===== src/rtl/message_pkg.sv =====
// message_pkg: shared character/message sizing defaults and sequencer state encoding
package message_pkg;
  localparam int MSG_DATA_W = 8;
  localparam int MSG_MAX_LEN = 16;
  typedef enum logic [2:0] {
    IDLE = 3'd0,
    LOAD = 3'd1,
    SEND = 3'd2,
    GAP  = 3'd3,
    DONE = 3'd4
  } state_t;
endpackage


===== src/rtl/message_tx_seq_char_gap_timer.sv =====
// char_gap_timer: loadable down-counter that pulses expired after load_val cycles
module char_gap_timer #(
  parameter int GAP_W = 8
) (
  input  logic             clk,
  input  logic             rst,
  input  logic             start,
  input  logic             clear,
  input  logic [GAP_W-1:0] load_val,
  output logic             expired
);
  logic [GAP_W-1:0] cnt;
  logic             run;
  assign expired = run && cnt == '0;
  always_ff @(posedge clk or posedge rst) begin
    if (rst) begin
      cnt <= '0;
      run <= 1'b0;
    end else if (clear) begin
      cnt <= '0;
      run <= 1'b0;
    end else if (start) begin
      cnt <= load_val - GAP_W'(1);
      run <= load_val != '0;
    end else if (run) begin
      cnt <= expired ? cnt : cnt - GAP_W'(1);
      run <= !expired;
    end
  end
endmodule


===== src/rtl/message_tx_seq.sv =====
// message_tx_seq: captures a multi-character message and streams it to uart_tx over valid/ready
module message_tx_seq
  import message_pkg::*;
#(
  parameter int DATA_W  = MSG_DATA_W,
  parameter int MAX_LEN = MSG_MAX_LEN,
  parameter int LEN_W   = $clog2(MAX_LEN + 1),
  parameter int GAP_W   = 8
) (
  input  logic                      clk,
  input  logic                      rst,
  input  logic                      send_msg,
  input  logic                      abort,
  input  logic [LEN_W-1:0]          msg_len,
  input  logic [MAX_LEN*DATA_W-1:0] msg_data,
  input  logic [GAP_W-1:0]          gap_cycles,
  output logic [DATA_W-1:0]         tx_data,
  output logic                      tx_valid,
  input  logic                      tx_ready,
  output logic                      busy,
  output logic                      done,
  output logic                      aborted,
  output logic [LEN_W-1:0]          char_idx
);
  localparam int IDX_W = MAX_LEN > 1 ? $clog2(MAX_LEN) : 1;
  state_t                           state, state_d;
  logic [MAX_LEN-1:0][DATA_W-1:0]   mem, mem_d;
  logic [LEN_W-1:0]                 len, len_d, eff_len, idx_d, nxt_idx;
  logic [GAP_W-1:0]                 gap, gap_d;
  logic [DATA_W-1:0]                tx_data_d;
  logic                             tx_valid_d, done_d, aborted_d;
  logic                             hs, last, last_hs, ab, gap_start, gap_expired;
  assign eff_len   = msg_len > LEN_W'(MAX_LEN) ? LEN_W'(MAX_LEN) : msg_len;
  assign hs        = tx_valid && tx_ready;
  assign last      = char_idx == len - LEN_W'(1);
  assign nxt_idx   = char_idx + LEN_W'(1);
  assign last_hs   = state == SEND && hs && last;
  assign ab        = abort && state inside {LOAD, SEND, GAP} && !last_hs;
  assign gap_start = state == SEND && hs && !last && !ab && gap != '0;
  char_gap_timer #(.GAP_W(GAP_W)) u_gap (
    .clk      (clk),
    .rst      (rst),
    .start    (gap_start),
    .clear    (ab),
    .load_val (gap),
    .expired  (gap_expired)
  );
  always_comb begin
    state_d    = state;
    mem_d      = mem;
    len_d      = len;
    gap_d      = gap;
    idx_d      = char_idx;
    tx_data_d  = tx_data;
    tx_valid_d = tx_valid;
    done_d     = 1'b0;
    aborted_d  = 1'b0;
    case (state)
      IDLE: state_d = send_msg ? LOAD : IDLE;
      LOAD: begin
        mem_d      = msg_data;
        len_d      = eff_len;
        gap_d      = gap_cycles;
        idx_d      = '0;
        state_d    = eff_len == '0 ? DONE : SEND;
        tx_valid_d = 1'b1;
        tx_data_d  = msg_data[DATA_W-1:0];
      end
      SEND: begin
        if (last_hs) begin
          state_d = DONE;
        end else if (hs) begin
          state_d    = gap != '0 ? GAP : SEND;
          tx_valid_d = gap == '0;
          idx_d      = gap != '0 ? char_idx : nxt_idx;
          tx_data_d  = gap != '0 ? tx_data : mem[nxt_idx[IDX_W-1:0]];
        end
      end
      GAP: begin
        if (gap_expired) begin
          state_d    = SEND;
          tx_valid_d = 1'b1;
          idx_d      = nxt_idx;
          tx_data_d  = mem[nxt_idx[IDX_W-1:0]];
        end
      end
      DONE: state_d = IDLE;
      default: state_d = IDLE;
    endcase
    if (state_d == DONE) begin
      done_d     = 1'b1;
      tx_valid_d = 1'b0;
      tx_data_d  = '0;
      idx_d      = '0;
      mem_d      = '0;
    end
    if (ab) begin
      state_d    = IDLE;
      done_d     = 1'b0;
      aborted_d  = 1'b1;
      tx_valid_d = 1'b0;
      tx_data_d  = '0;
      idx_d      = '0;
      mem_d      = '0;
    end
  end
  always_ff @(posedge clk or posedge rst) begin
    if (rst) begin
      state    <= IDLE;
      mem      <= '0;
      len      <= '0;
      gap      <= '0;
      char_idx <= '0;
      tx_data  <= '0;
      tx_valid <= 1'b0;
      busy     <= 1'b0;
      done     <= 1'b0;
      aborted  <= 1'b0;
    end else begin
      state    <= state_d;
      mem      <= mem_d;
      len      <= len_d;
      gap      <= gap_d;
      char_idx <= idx_d;
      tx_data  <= tx_data_d;
      tx_valid <= tx_valid_d;
      busy     <= state_d != IDLE;
      done     <= done_d;
      aborted  <= aborted_d;
    end
  end
endmodule

===== config.mk =====
export PLATFORM = sky130hd
export DESIGN_NAME = message_tx_seq
export DESIGN_NICKNAME = d
export VERILOG_FILES = /design/src/rtl/message_pkg.sv /design/src/rtl/message_tx_seq_char_gap_timer.sv /design/src/rtl/message_tx_seq.sv
export SDC_FILE = /design/constraint.sdc
export NUM_CORES = 1
export LEC_CHECK = 0
export ABC_AREA = 1
export CORE_UTILIZATION = 64
export DETAILED_ROUTE_END_ITERATION = 10
export DONT_BUFFER_PORTS = 1
export PLACE_DENSITY = 0.89
export SYNTH_ARGS = -nofsm -noshare
export SYNTH_HDL_FRONTEND = slang
export SYNTH_SLANG_ARGS = --single-unit

===== constraint.sdc =====
create_clock -name clk -period 7.05 [get_ports clk]
set_input_delay 1.41 -clock clk [delete_from_list [all_inputs] [get_ports clk]]
set_output_delay 1.41 -clock clk [all_outputs]
set_load 0.03 [all_outputs]

=== Yosys cells after proc, flatten, opt, wreduce, memory -nomap -nowiden ===
Index checks and enable logic that the tools add are counted.

* Bits in registers: 170
* Bits of input ports: 146

* $add $sub $neg: 4
* Order comparisons: 2
* Equal/unequal tests: 10
* Muxes and demuxes: 44
* Reduce and logical (&&, ||, !) cells: 26

{| class="wikitable"
|+ Operator list
! cell !! number
|-
| $mux W128 || 3
|-
| $mux W8 || 11
|-
| $mux W5 || 7
|-
| $bmux W8 S4 || 1
|-
| $pmux W8 S3 || 1
|-
| $logic_not A8 Y1 || 2
|-
| $sub A8 B1 Y8 const B || 2
|-
| $mux W3 || 5
|-
| $pmux W5 S3 || 1
|-
| $mux W1 || 13
|-
| $ne A4 B3 Y1 const B || 3
|-
| $pmux W3 S4 || 1
|-
| $reduce_bool A3 Y1 || 4
|-
| $logic_and A1 B1 Y1 || 9
|-
| $reduce_bool A8 Y1 || 1
|-
| $eq A3 B2 Y1 const B || 2
|-
| $add A5 B1 Y5 const B || 1
|-
| $eq A5 B5 Y1 || 1
|-
| $gt A5 B5 Y1 const B || 1
|-
| $logic_not A5 Y1 || 1
|-
| $lt A4 B5 Y1 const B || 1
|-
| $reduce_and A5 Y1 || 1
|-
| $reduce_bool A5 Y1 || 1
|-
| $sub A5 B1 Y5 const B || 1
|-
| 9 further kinds || 12
|}

=== Longest topological paths before layout ===
* Depth in word-level cells: 10
* Depth in mapped cells: 18
* Depth with buffers taken out: 18

=== By module ===
From an unflattened synthesis, not the netlist that was laid out.

* Cell total of the unflattened synthesis: 1183
* Area, all modules: 8629.5 um^2

{| class="wikitable"
|+ By module, submodules not included
! module !! times used !! cells each !! area an instance (um^2) !! seq. area each (um^2)
|-
| message_tx_seq || 1 || 1073 || 7868.8 || 4028.9
|-
| char_gap_timer || 1 || 110 || 760.7 || 225.2
|}

=== Worst setup path after synthesis ===
No wires, ideal clock.

* Kind: input -> register
* Start: in tx_ready
* End: reg u_gap.cnt[4]
* Setup time: 126 ps
* Data arrival time: 2633 ps
* Data required time: 6924 ps
* Slack: 4291 ps
* Stages: 12
* Path buffers: 0
* Cells stage by stage: nand2_1 -> inv_1 -> nand2_1 -> nor2_4 -> nand3_4 -> nand2_1 -> nand2_1 -> ha_1 -> nand3_1 -> nand2_1 -> nand3_1 -> o21ai_0

* Cells in the longest elaborated chain, start to end: 10

{| class="wikitable"
|+ RTL lines
! what !! line !! RTL
|-
| start, declared || message_tx_seq.sv:19 || <nowiki>input logic tx_ready,</nowiki>
|-
| $logic_and A1 B1 Y1 (*) || message_tx_seq.sv:34 || <nowiki>assign hs = tx_valid && tx_ready;</nowiki>
|-
| $logic_and A1 B1 Y1 (*) || message_tx_seq.sv:37, message_tx_seq.sv:39 ||
|-
| $logic_and A1 B1 Y1 || message_tx_seq.sv:37 || <nowiki>assign last_hs = state == SEND && hs && last;</nowiki>
|-
| $logic_not A1 Y1 || message_tx_seq.sv:38 || <nowiki>assign ab = abort && state inside {LOAD, SEND, GAP} && !last_hs;</nowiki>
|-
| $logic_and A1 B1 Y1 || message_tx_seq.sv:38 ||
|-
| $logic_not A1 Y1 || message_tx_seq.sv:39 || <nowiki>assign gap_start = state == SEND && hs && !last && !ab && gap != '0;</nowiki>
|-
| $logic_and A1 B1 Y1 (2 in series) || message_tx_seq.sv:39 ||
|-
| $ne A3 B3 Y1 (no line) (tied with other cells) || n/a ||
|-
| $reduce_and A2 Y1 (no line) or $mux W8 (tied branches) || n/a ||
|-
| end signal, assigned || message_tx_seq_char_gap_timer.sv:23 || <nowiki>cnt <= load_val - GAP_W'(1);</nowiki>
|-
| end signal, assigned || message_tx_seq_char_gap_timer.sv:26 || <nowiki>cnt <= expired ? cnt : cnt - GAP_W'(1);</nowiki>
|-
| end, declared || message_tx_seq_char_gap_timer.sv:12 || <nowiki>logic [GAP_W-1:0] cnt;</nowiki>
|}

Every way passes the cells marked *; elsewhere a longest branch is shown, timed or not.
A chain may end at the register's enable or synchronous reset.

=== Final worst setup path ===
* Start: reg char_idx[0]
* End: reg mem[67] (netlist name)

* Cells in the longest elaborated chain, start to end: 7

{| class="wikitable"
|+ RTL lines
! what !! line !! RTL
|-
| start, declared || message_tx_seq.sv:23 || <nowiki>output logic [LEN_W-1:0] char_idx</nowiki>
|-
| start signal, assigned || message_tx_seq.sv:124 || <nowiki>char_idx <= idx_d;</nowiki>
|-
| $eq A5 B5 Y1 (*) || message_tx_seq.sv:35 || <nowiki>assign last = char_idx == len - LEN_W'(1);</nowiki>
|-
| $logic_and A1 B1 Y1 (*) || message_tx_seq.sv:37 ||
|-
| $mux W3 || message_tx_seq.sv:70 || <nowiki>if (last_hs) begin</nowiki>
|-
| $pmux W3 S4 || message_tx_seq.sv:58 || <nowiki>case (state)</nowiki>
|-
| $eq A3 B3 Y1 || message_tx_seq.sv:90 || <nowiki>if (state_d == DONE) begin</nowiki>
|-
| $mux W128 || message_tx_seq.sv:90 ||
|-
| $mux W128 || message_tx_seq.sv:97 || <nowiki>if (ab) begin</nowiki>
|-
| end signal, assigned || message_tx_seq.sv:121 || <nowiki>mem <= mem_d;</nowiki>
|-
| end, declared || message_tx_seq.sv:27 || <nowiki>logic [MAX_LEN-1:0][DATA_W-1:0] mem, mem_d;</nowiki>
|}

Marks and branches as above.

==> results.yml <==
cells_and_area:
  diodes: 0
  drive_gt1_share_pct: 6.151
  fin_cells: 1249
  num-nets-final: 1209
  areaGrowthSynthToFinish_pct: 6.506
cts:
  cts_setup_buffers: 0
  h-tree-depth: 4
  cts.sinks: 170
  cts_buffer_depth: 2
  ctsHoldBuffers: 0
  cts.clk_slew.worst_paths_ps: 70
  cts_buffers: 17
  cts_resized: 0
  root_buffer: "clkbuf_16"
  clock_latency_ps: 430
  cts_tree: "yes"
worst_setup_path:
  worst_r2r_startpoint: "char_idx[0]$_DFFE_PP0P_"
  crit_fanout: 121
  cp-end-kind: "flop"
  critPathKind: "flop to flop"
  rrSetupSlack_ps: 3340
  cp-start-kind: "flop"
  reg2reg_depth: 13
  cp_data_required_time_ps: 7390
  rr_endpoint: "mem[67]$_DFFE_PP0P_"
  crit_arrival_ps: 4050
yosys:
  yosysSeqAreaShare_pct: 49.05
  ys_warn_count: 0
  yosysUniqueCellTypes: 35
  synth-xor-area-share_pct: 0.4905
  synthMuxAreaShare_pct: 0
  syn-cell-area_sq_mm: 0.008673
  synth.net_count: 1258
  syn_avg_cell_area_sq_um: 7.821
  ys_top_cells_by_area: "dfrtp_1 49%, nand3_1 12%, nand2_1 8.8%, inv_1 5.0%, o21ai_0 4.9%"
  syn-instance-count: 1109
  synth_most_common_cell: "nand3_1"
  synthAdderAreaFrac_pct: 0.4328
  synth_seq_cells: 170
  async_flop_share_pct: 100.0
  yosys-top-cells-count: "214 x nand3_1, 203 x nand2_1, 170 x dfrtp_1"
  synthSimpleGateAreaFrac_pct: 26.10
  synthFlopType: "dfrtp_1"
  synth.largest_area_cell: "dfrtp_1"
  synth-compound-area-share_pct: 14.43
  synth_top_family_by_area: "simple AND/OR/NAND/NOR gates"
  yosys.area.top_type_share_pct: 49.05
  synth_edf_count: 0
sta:
  rsz0062_at_grt: "false"
  holdWs_ps: 483.6
  final_hold_viol_count: 0
  min_period_ps: 3709
  tightest_slew_ps: 1159
  relSlewSlack_pct: 22.66
  setup_viol: 0
  final_max_slew_viol_count: 0
  clock.fmax_mhz: 269.6
  setup_tns_ps: 0
  skew_ps: 12.29
  final.period_utilization_pct: 52.61
global_route:
  grt_pass1_wl_microns: 35690
  gr-usage-all-layers_pct: 32.51
  grt_max_degree: 122
  grt_overflow: 0
  antenna_found_initial: 0
  grt_pass1_vias: 7119
hold_path:
  holdPathEnd: "u_gap.cnt[7]$_DFFE_PP0P_"
  min-delay-start: "u_gap.cnt[7]$_DFFE_PP0P_"
  min_path_cells: 2
  worstHoldPathType: "flop to flop"
place:
  io_buffers: 0
  hpwl_microns: 14570
  dp_cells: 1217
  gp_congestion: 0.9118
power_and_ir_drop:
  power.leakage_nw: 4.486
  peakVddDrop_v: 0.0002721
  powerDensity_mw_per_mm2: 486.0
flow_run:
  drv_cap: 0
die:
  rows: 42
  die_h_microns: 118.4
  num_io_pins: 163
  dieArea_sq_mm: 0.01402
  initial_utilization_pct: 65.50
  core-area_sq_mm: 0.01324
  die_x_microns: 118.4
routing:
  drt-pass1-iter-count: 6
  vias: 7628
  wl_per_cell_microns: 17.69
  wl_microns: 22100
  remaining_drc_errors: 0
  vias_per_cell: 6.107
  antenna_left: 0
  drt_iter0_drc: 826
outcome:
  status: "complete, no violations"
power breakdown:
part | switching, W | internal, W | total (W)
clock | 0.000410 | 0.000603 | 0.00101
combinational | 0.00123 | 0.000544 | 0.00178
sequential | 0.000271 | 0.00143 | 0.00170
worst max-delay path: stages, from the launching register on:
cell     delay, ps
dfrtp_4        680
inv_2          340
nand2_1        130
nand2_1         60
nor2_1         110
nand2_1         70
nor2_2         130
nand4_2        140
nand2_2        160
nand2_4        100
inv_6          560
nand2_2        460
buf_4          420
o21ai_1        200
cells by family (layout without fill, tap and decap cells):
family	Yosys count	after routing
flops	170	170
xor+xnor	4	4
simple gates	498	498
buf+inv	197	161
compound gates	237	237
fa+ha+maj	3	3
layout by cell type (no fill, tap or decap), types with 2 or more instances in the layout:
cell type and count:
a21oi_1 66, a221oi_1 4, buf_4 8, bufinv_16 4, clkbuf_16 17, clkinvlp_4 3, dfrtp_1 169, ha_1 3
inv_1 113, inv_2 6, inv_6 8, nand2_1 203, nand2_2 6, nand3_1 214, nand4_1 15, nor2_1 47
nor2_2 2, nor2_4 4, o211ai_1 9, o21ai_0 85, o21ai_1 61, o221ai_1 2, o22ai_1 8, xor2_1 3
worst max-delay path by stage:
stage	startpoint	end	slack [ps]	depth (start not counted)
3_3_place_gp	tx_ready	mem[66]$_DFFE_PP0P_	3420	9
3_5_place_dp	tx_ready	mem[67]$_DFFE_PP0P_	3300	9
5_1_grt	char_idx[0]$_DFFE_PP0P_	mem[98]$_DFFE_PP0P_	3040	13
4_1_cts	char_idx[0]$_DFFE_PP0P_	mem[67]$_DFFE_PP0P_	3370	13
6_report	char_idx[0]$_DFFE_PP0P_	mem[67]$_DFFE_PP0P_	3340	13
2_1_floorplan	rst	aborted$_DFF_PP0_	1040	1
registers in the layout (all words and copies together), names as in the netlist, 3 cells and up:
signal / cells
mem: 128
gap: 8
tx_data: 8
u_gap.cnt: 8
char_idx: 5
len: 5
state: 3
routing by layer:
metal  vias to the layer above  wire length, microns  track usage, %
met5                         -                     0               0
met4                         0                   643           13.77
met3                        49                  2063           9.170
met2                       364                 10480           50.26
met1                      3617                  8915           43.24
li1                       3598                     -               -
layout make-up:
cell class                 count  area, sq um
clock buffer                  18        429.2
clock inverter                14        206.4
fill                        1076         4005
inverter                     121        464.2
multi-input combinational    742         3600
sequential                   170         4258
tap                          176        220.2
timing repair buffer           8        60.06
metrics by stage:
step | total power (W) | util, % | instance area, sq um | worst slack, ps
6_report | 0.004490 | 69.76 | 9238 | 3341
3_3_place_gp | 0.003376 | 64.96 | 8602 | 3419
3_5_place_dp | 0.003455 | 64.96 | 8602 | 3300
2_1_floorplan | 0.003068 | - | 8673 | 1037
5_1_grt | 0.004812 | 69.76 | 9238 | 3035
4_1_cts | 0.004481 | 69.76 | 9238 | 3373
Note: power is estimated with default switching activity, not from simulation.
